<file path="src/rtl/id_operand_stage.sv">
// Decode-operand stage: resolves two source operands (regfile / youngest forward / immediate) into a registered EX bundle.
// Latency: 1 cycle from accept to out_valid. Backpressure: holds output while !out_ready, stalls input on load-use hazard or flush.
// Optional: define ID_STALL_CNT_EN to add the saturating 32-bit stall_cnt output.
module id_operand_stage #(
  parameter int DATA_W  = 32,
  parameter int ADDR_W  = 5,
  parameter int NUM_FWD = 2,
  parameter int OP_W    = 8,
  parameter int SEL_W   = 3
) (
  input  logic                        clk,
  input  logic                        rst,
  input  logic                        in_valid,
  output logic                        in_ready,
  input  logic                        in_rs_read,
  input  logic                        in_rt_read,
  input  logic [ADDR_W-1:0]           in_rs_addr,
  input  logic [ADDR_W-1:0]           in_rt_addr,
  input  logic [DATA_W-1:0]           in_imm,
  input  logic [ADDR_W-1:0]           in_wd,
  input  logic                        in_wreg,
  input  logic [OP_W-1:0]             in_aluop,
  input  logic [SEL_W-1:0]            in_alusel,
  input  logic [DATA_W-1:0]           rf_data1,
  input  logic [DATA_W-1:0]           rf_data2,
  input  logic [NUM_FWD-1:0]          fwd_wreg,
  input  logic [NUM_FWD*ADDR_W-1:0]   fwd_wd,
  input  logic [NUM_FWD*DATA_W-1:0]   fwd_wdata,
  input  logic [NUM_FWD-1:0]          fwd_pending,
  input  logic                        flush,
  output logic                        out_valid,
  input  logic                        out_ready,
  output logic [DATA_W-1:0]           out_reg1,
  output logic [DATA_W-1:0]           out_reg2,
  output logic [ADDR_W-1:0]           out_wd,
  output logic                        out_wreg,
  output logic [OP_W-1:0]             out_aluop,
  output logic [SEL_W-1:0]            out_alusel,
  output logic                        stall_o
`ifdef ID_STALL_CNT_EN
  ,
  output logic [31:0]                 stall_cnt
`endif
);

  typedef enum logic {EMPTY, FULL} state_t;

  typedef struct packed {
    logic [DATA_W-1:0] reg1;
    logic [DATA_W-1:0] reg2;
    logic [ADDR_W-1:0] wd;
    logic              wreg;
    logic [OP_W-1:0]   aluop;
    logic [SEL_W-1:0]  alusel;
  } op_pkt_t;

  state_t  state_q, state_d;
  op_pkt_t pkt_q, pkt_d;

  logic [DATA_W-1:0] opnd1, opnd2;
  logic              hazard1, hazard2;
  logic              accept;

  // Returns {hazard, data}. Scanning from oldest to youngest lets the lowest index win.
  function automatic logic [DATA_W:0] resolve(
    input logic                      rd,
    input logic [ADDR_W-1:0]         addr,
    input logic [DATA_W-1:0]         imm,
    input logic [DATA_W-1:0]         rf,
    input logic [NUM_FWD-1:0]        f_wreg,
    input logic [NUM_FWD*ADDR_W-1:0] f_wd,
    input logic [NUM_FWD*DATA_W-1:0] f_wdata,
    input logic [NUM_FWD-1:0]        f_pend
  );
    logic [DATA_W-1:0] d;
    logic              hz;
    d  = imm;
    hz = 1'b0;
    if (rd) begin
      d = rf;
      if (addr == '0) begin
        d = '0;
      end else begin
        for (int i = NUM_FWD - 1; i >= 0; i--) begin
          if (f_wreg[i] && (f_wd[i*ADDR_W +: ADDR_W] == addr)) begin
            d  = f_wdata[i*DATA_W +: DATA_W];
            hz = f_pend[i];
          end
        end
      end
    end
    return {hz, d};
  endfunction

  always_comb begin
    {hazard1, opnd1} = resolve(in_rs_read, in_rs_addr, in_imm, rf_data1,
                               fwd_wreg, fwd_wd, fwd_wdata, fwd_pending);
    {hazard2, opnd2} = resolve(in_rt_read, in_rt_addr, in_imm, rf_data2,
                               fwd_wreg, fwd_wd, fwd_wdata, fwd_pending);
  end

  assign stall_o   = in_valid && (hazard1 || hazard2);
  assign out_valid = (state_q == FULL);
  assign in_ready  = !flush && !stall_o && (!out_valid || out_ready);
  assign accept    = in_valid && in_ready;

  always_ff @(posedge clk) begin
    if (rst) state_q <= EMPTY;
    else     state_q <= state_d;
  end

  // Flush wins over everything; a FULL stage only drains when EX takes it and nothing refills it.
  always_comb begin
    state_d = state_q;
    if (flush) begin
      state_d = EMPTY;
    end else begin
      case (state_q)
        EMPTY:   if (accept) state_d = FULL;
        FULL:    if (out_ready && !accept) state_d = EMPTY;
        default: state_d = EMPTY;
      endcase
    end
  end

  always_comb begin
    pkt_d        = pkt_q;
    pkt_d.reg1   = opnd1;
    pkt_d.reg2   = opnd2;
    pkt_d.wd     = in_wd;
    pkt_d.wreg   = in_wreg;
    pkt_d.aluop  = in_aluop;
    pkt_d.alusel = in_alusel;
  end

  always_ff @(posedge clk) begin
    if (rst)         pkt_q <= '0;
    else if (accept) pkt_q <= pkt_d;
  end

  assign out_reg1   = pkt_q.reg1;
  assign out_reg2   = pkt_q.reg2;
  assign out_wd     = pkt_q.wd;
  assign out_wreg   = pkt_q.wreg;
  assign out_aluop  = pkt_q.aluop;
  assign out_alusel = pkt_q.alusel;

`ifdef ID_STALL_CNT_EN
  always_ff @(posedge clk) begin
    if (rst)                              stall_cnt <= '0;
    else if (stall_o && (stall_cnt != '1)) stall_cnt <= stall_cnt + 32'd1;
  end
`endif

endmodule

</file>
<file path="config.mk">
export PLATFORM = sky130hd
export DESIGN_NAME = id_operand_stage
export DESIGN_NICKNAME = d
export VERILOG_FILES = /design/src/rtl/id_operand_stage.sv
export SDC_FILE = /design/constraint.sdc
export NUM_CORES = 1
export LEC_CHECK = 0
export CAP_MARGIN = 25
export CELL_PAD_IN_SITES_DETAIL_PLACEMENT = 1
export CELL_PAD_IN_SITES_GLOBAL_PLACEMENT = 2
export CORE_AREA = 8 8 212 133
export DETAILED_ROUTE_END_ITERATION = 6
export DIE_AREA = 0 0 220 141
export GPL_TIMING_DRIVEN = 1
export HOLD_SLACK_MARGIN = 0.02
export PLACE_DENSITY_LB_ADDON = 0.08
export SYNTH_ARGS = -nofsm -noshare
export SYNTH_HDL_FRONTEND = slang
export SYNTH_SLANG_ARGS = --single-unit
</file>
<file path="constraint.sdc">
create_clock -name clk -period 4.17 [get_ports clk]
set_input_delay 0.834 -clock clk [delete_from_list [all_inputs] [get_ports clk]]
set_output_delay 0.834 -clock clk [all_outputs]
set_load 0.02 [all_outputs]
</file>
### Yosys cells after proc, flatten, opt, wreduce, memory -nomap -nowiden

Cells that the tools add are included.

* equality and inequality tests: 4
* reductions and logical operators: 18
* multiplexer cells: 19
* bitwise operators: 1

Operators by type and width (number)
* 32-bit two-way mux: 8
* 5-bit equality test: 4
* 5-bit zero test: 2
* 1-bit two-way mux: 10
* 1-bit logical AND: 9
* 1-bit zero test: 4
* 1-bit logical OR: 2
* 1-bit one-hot mux with 2 select lines: 1
* 2-bit OR reduction: 1
* 1-bit NOT: 1

* bits of input ports: 208
* register bits after elaboration: 82
* output and inout bits: 84
* logic and storage cells: 49

### Logic depth before layout (Yosys ltp)

* word-level depth: 16
* depth in mapped cells: 9
* depth with buffers taken out: 7

### Worst setup path after synthesis

No wires, ideal clock.

* path kind: input port to output port
* start: in in_rs_addr[0]
* end: out in_ready
* arrival time: 2519 ps
* required time: 3336 ps
* buffers on the path: 1
* stages: 6
* slack: 817 ps
* path through: or4_4 o21ai_4 clkbuf_1 a21oi_1 o21a_1 nor2_1

* longest elaborated chain between the ends: 11
* elaborated cells on any way between the ends: 14
* those cells by class: eq/ne (2); mux (4); reduce/logical (8)

Ends and longest elaborated chain
* start, declared: line 17 `input logic [ADDR_W-1:0] in_rs_addr,`
* 5-bit equality test: line 85 `if (f_wreg[i] && (f_wd[i*ADDR_W +: ADDR_W] == addr)) begin`
* 1-bit logical AND: line 85
* 1-bit two-way mux (2 in series): line 85
* 1-bit two-way mux *: line 81 `if (addr == '0) begin`
* 1-bit two-way mux *: line 79 `if (rd) begin`
* 1-bit logical OR *: line 102 `assign stall_o = in_valid && (hazard1 || hazard2);`
* 1-bit logical AND *: line 102
* via stall_o: line 39 `output logic stall_o`
* 1-bit zero test *: line 104 `assign in_ready = !flush && !stall_o && (!out_valid || out_ready);`
* 1-bit logical AND * (2 in series): line 104
* end, declared: line 14 `output logic in_ready,`

Mark *: on every way through the listed nets, which the timed path passes. The rest lies on a longest branch.

### Worst setup path after layout

* start: in in_rt_addr[4]
* end: out in_ready

* longest elaborated chain between the ends: 11
* elaborated cells on any way between the ends: 14
* those cells by class: eq/ne (2); mux (4); reduce/logical (8)

Ends and longest elaborated chain
* start, declared: line 18 `input logic [ADDR_W-1:0] in_rt_addr,`
* 5-bit equality test: line 85
* 1-bit logical AND: line 85
* 1-bit two-way mux (2 in series): line 85
* 1-bit two-way mux *: line 81
* 1-bit two-way mux *: line 79
* 1-bit logical OR *: line 102
* 1-bit logical AND *: line 102
* 1-bit zero test *: line 104
* 1-bit logical AND * (2 in series): line 104

Mark *: on every way between the ends. The rest lies on a longest branch, timed or not.

==> impl_metrics.yaml <==
sta:
  relSlewSlack_pct: 40.1
  clock_skew_ns: 0.00831
  tightest_slew_ns: 0.899
  finalMaxSlewViolations: 0
  finalSetupViolations: 0
  rsz0062_at_grt: "no"
  period_minus_slack_ns: 3.87
  fmax_ghz: 0.259
  finalHoldWorstSlack_ns: 0.490
  hold_viol_final: 0
  min_period_over_period_pct: 92.7
job:
  cap_violations: 0
cts:
  htree_num_levels: 3
  cts_tree: "yes"
  cts_num_sinks: 82
  numCtsBuffers: 9
  path_clk_slew_ns: 0.06
  cts_resized: 1
  cts_hold_buf: 0
  cts_root_buf: "clkbuf_16"
  clkLatencyLatePin_ns: 0.35
  clockBufferDepth: 2
  cts_setup_buffers: 0
final_layout:
  nFillCells: 2907
  layout_commonest_cell: "clkdlybuf4s50_1"
  final_util_pct: 37.2
  drive_above_1_share_pct: 13.3
  layout_common_cells: "clkdlybuf4s50_1, dfxtp_1, a21oi_1, nor3_1, a221oi_1"
  fin_cells: 1307
  multiInputGateArea_mm2: 0.00355
  design_area_mm2: 0.00926
  syn2layout_area_growth_pct: 63.2
  regArea_mm2: 0.00164
  fin_nets: 1180
synth:
  yosys.cell_types.count: 38
  synth_area_mm2: 0.00567
  netlist_instances: 729
  ys_seq_area_share_pct: 28.9
  ys_dominant_reg_cell: "dfxtp_1"
  ys_seq_elements: 82
  syn-num-nets: 937
  synth_edf_count: 0
  yosysWarnings: 0
  postSynth.asyncResetShare_pct: 0
  syn_avg_cell_area_um2: 7.78
status:
  status: "finished, final reports clean"
global_route:
  grt_pass1_vias: 7495
  gr-usage-all-layers_pct: 21.0
  grt_max_degree: 75
  grt_pass1_wl_mm: 49.8
  overflow: 0
  antenna_found_initial: 1
setup_path:
  crit_required_ns: 3.34
  startpoint: "in_rt_addr[4]"
  rr_startpoint: "out_valid"
  critical_path_class: "primary input to output pin"
  arrival_ns: 3.03
  path_max_fanout: 3
  end_kind: "output pin"
  start_kind: "primary input"
place:
  hpwl_mm: 24.5
  io_buffer_count: 291
  place_congestion: 0.870
  postPlaceCellArea_mm2: 0.00892
  dp.cells: 1290
drt:
  num_vias: 7040
  drtAntennaViolNets: 0
  drt-wirelength-per-cell_um: 26.0
  drc: 0
  viasPerCell: 5.39
  wirelength_mm: 34.0
  drt_iter0_markers: 422
  dr.pass1.iters: 5
min_path:
  hold_class: "flip-flop to flip-flop"
  hp-start: "out_aluop[1]"
die:
  initial_core_util_pct: 22.8
  dieArea_mm2: 0.0310
  chipWidth_um: 220
  row_count: 45
  io_pins: 292
  core-area_mm2: 0.0249
  die_y_um: 141
power_and_ir_drop:
  p_leak_nw: 3.15
  peakVddDrop_mv: 0.243
  powerDensity_mw_per_mm2: 286
-- logic make-up after synthesis --
family,share of synthesized area (%)
AND/OR/NAND/NOR,26.4
XOR/XNOR,3.09
flip-flops,28.9
AO/OA/AOI/OAI,32.0
buffers and inverters,9.42
multiplexers,0.176
-- metrics by stage --
stage	TNS (ns)	setup slack (ns)	power, W
after floorplan	0	0.817	0.00129
after CTS	0	0.0829	0.00269
after global placement	0	0.111	0.00174
final	0	0.305	0.00265
after global routing	0	0.163	0.00277
after detailed placement	-0.000807	-0.000807	0.00176
-- layout make-up --
type,instances,share of cell area (%)
sequential,82,17.7
clock buffer,10,2.58
inverter,34,1.38
clock inverter,6,0.973
multi-input combinational,524,38.4
antenna,1,0.0270
tap,329,4.45
timing repair buffer,321,34.5
-- per-layer routing --
layer  vias to the layer above  global-route usage, %  share of wire [%]
met1                      3502                   28.8                 47
met5                         -                      0                  0
li1                       3235                      -                  -
met2                       275                   32.9                 45
met3                        28                   5.41                7.0
met4                         0                   3.86               0.91
-- where the power goes --
part / switching [W] / internal [W]
Clock: 0.000365 / 0.000543
Sequential: 0.0000346 / 0.000837
Combinational: 0.000444 / 0.000425
Total: 0.000844 / 0.00180
-- synth_stat cells, types with 16 or more instances --
cell	instances	area, um^2
dfxtp_1	82	1640
a21oi_1	72	360
clkbuf_1	71	267
nor3_1	69	345
a221oi_1	64	561
nor3_2	60	601
and2_1	36	225
nor2_1	36	135
inv_1	34	128
o21ai_0	34	170
o22ai_1	32	200
o32ai_1	32	280
nand3_1	19	95.1
o21ai_1	16	80.1
-- final timing paths --
| check | slack, ns | endpoint | cells after the start |
|---|---|---|---|
| worst max register to register | 2.02 | out_reg1[3] | 7 |
| worst max-delay path | 0.30 | in_ready | 9 |
| worst min register to register | 0.49 | out_aluop[1] | 2 |
| worst min-delay path | 0.49 | out_aluop[1] | 2 |
-- critical path, cell delays in order --
cell and delay (ns):
clkdlybuf4s50_1 0.48, xor2_1 0.21, nor4_2 0.33, nand2_1 0.16, mux2i_1 0.24, nor2_1 0.06, o21a_1 0.25, nor2_1 0.11
dlygate4sd2_1 0.34
-- state kept, by name (all words and copies together), names as in the netlist --
signal	flops
out_valid	1
out_reg2	32
out_wd	5
out_wreg	1
out_alusel	3
out_reg1	32
out_aluop	8
No activity file was read; power rests on OpenSTA's default activity.
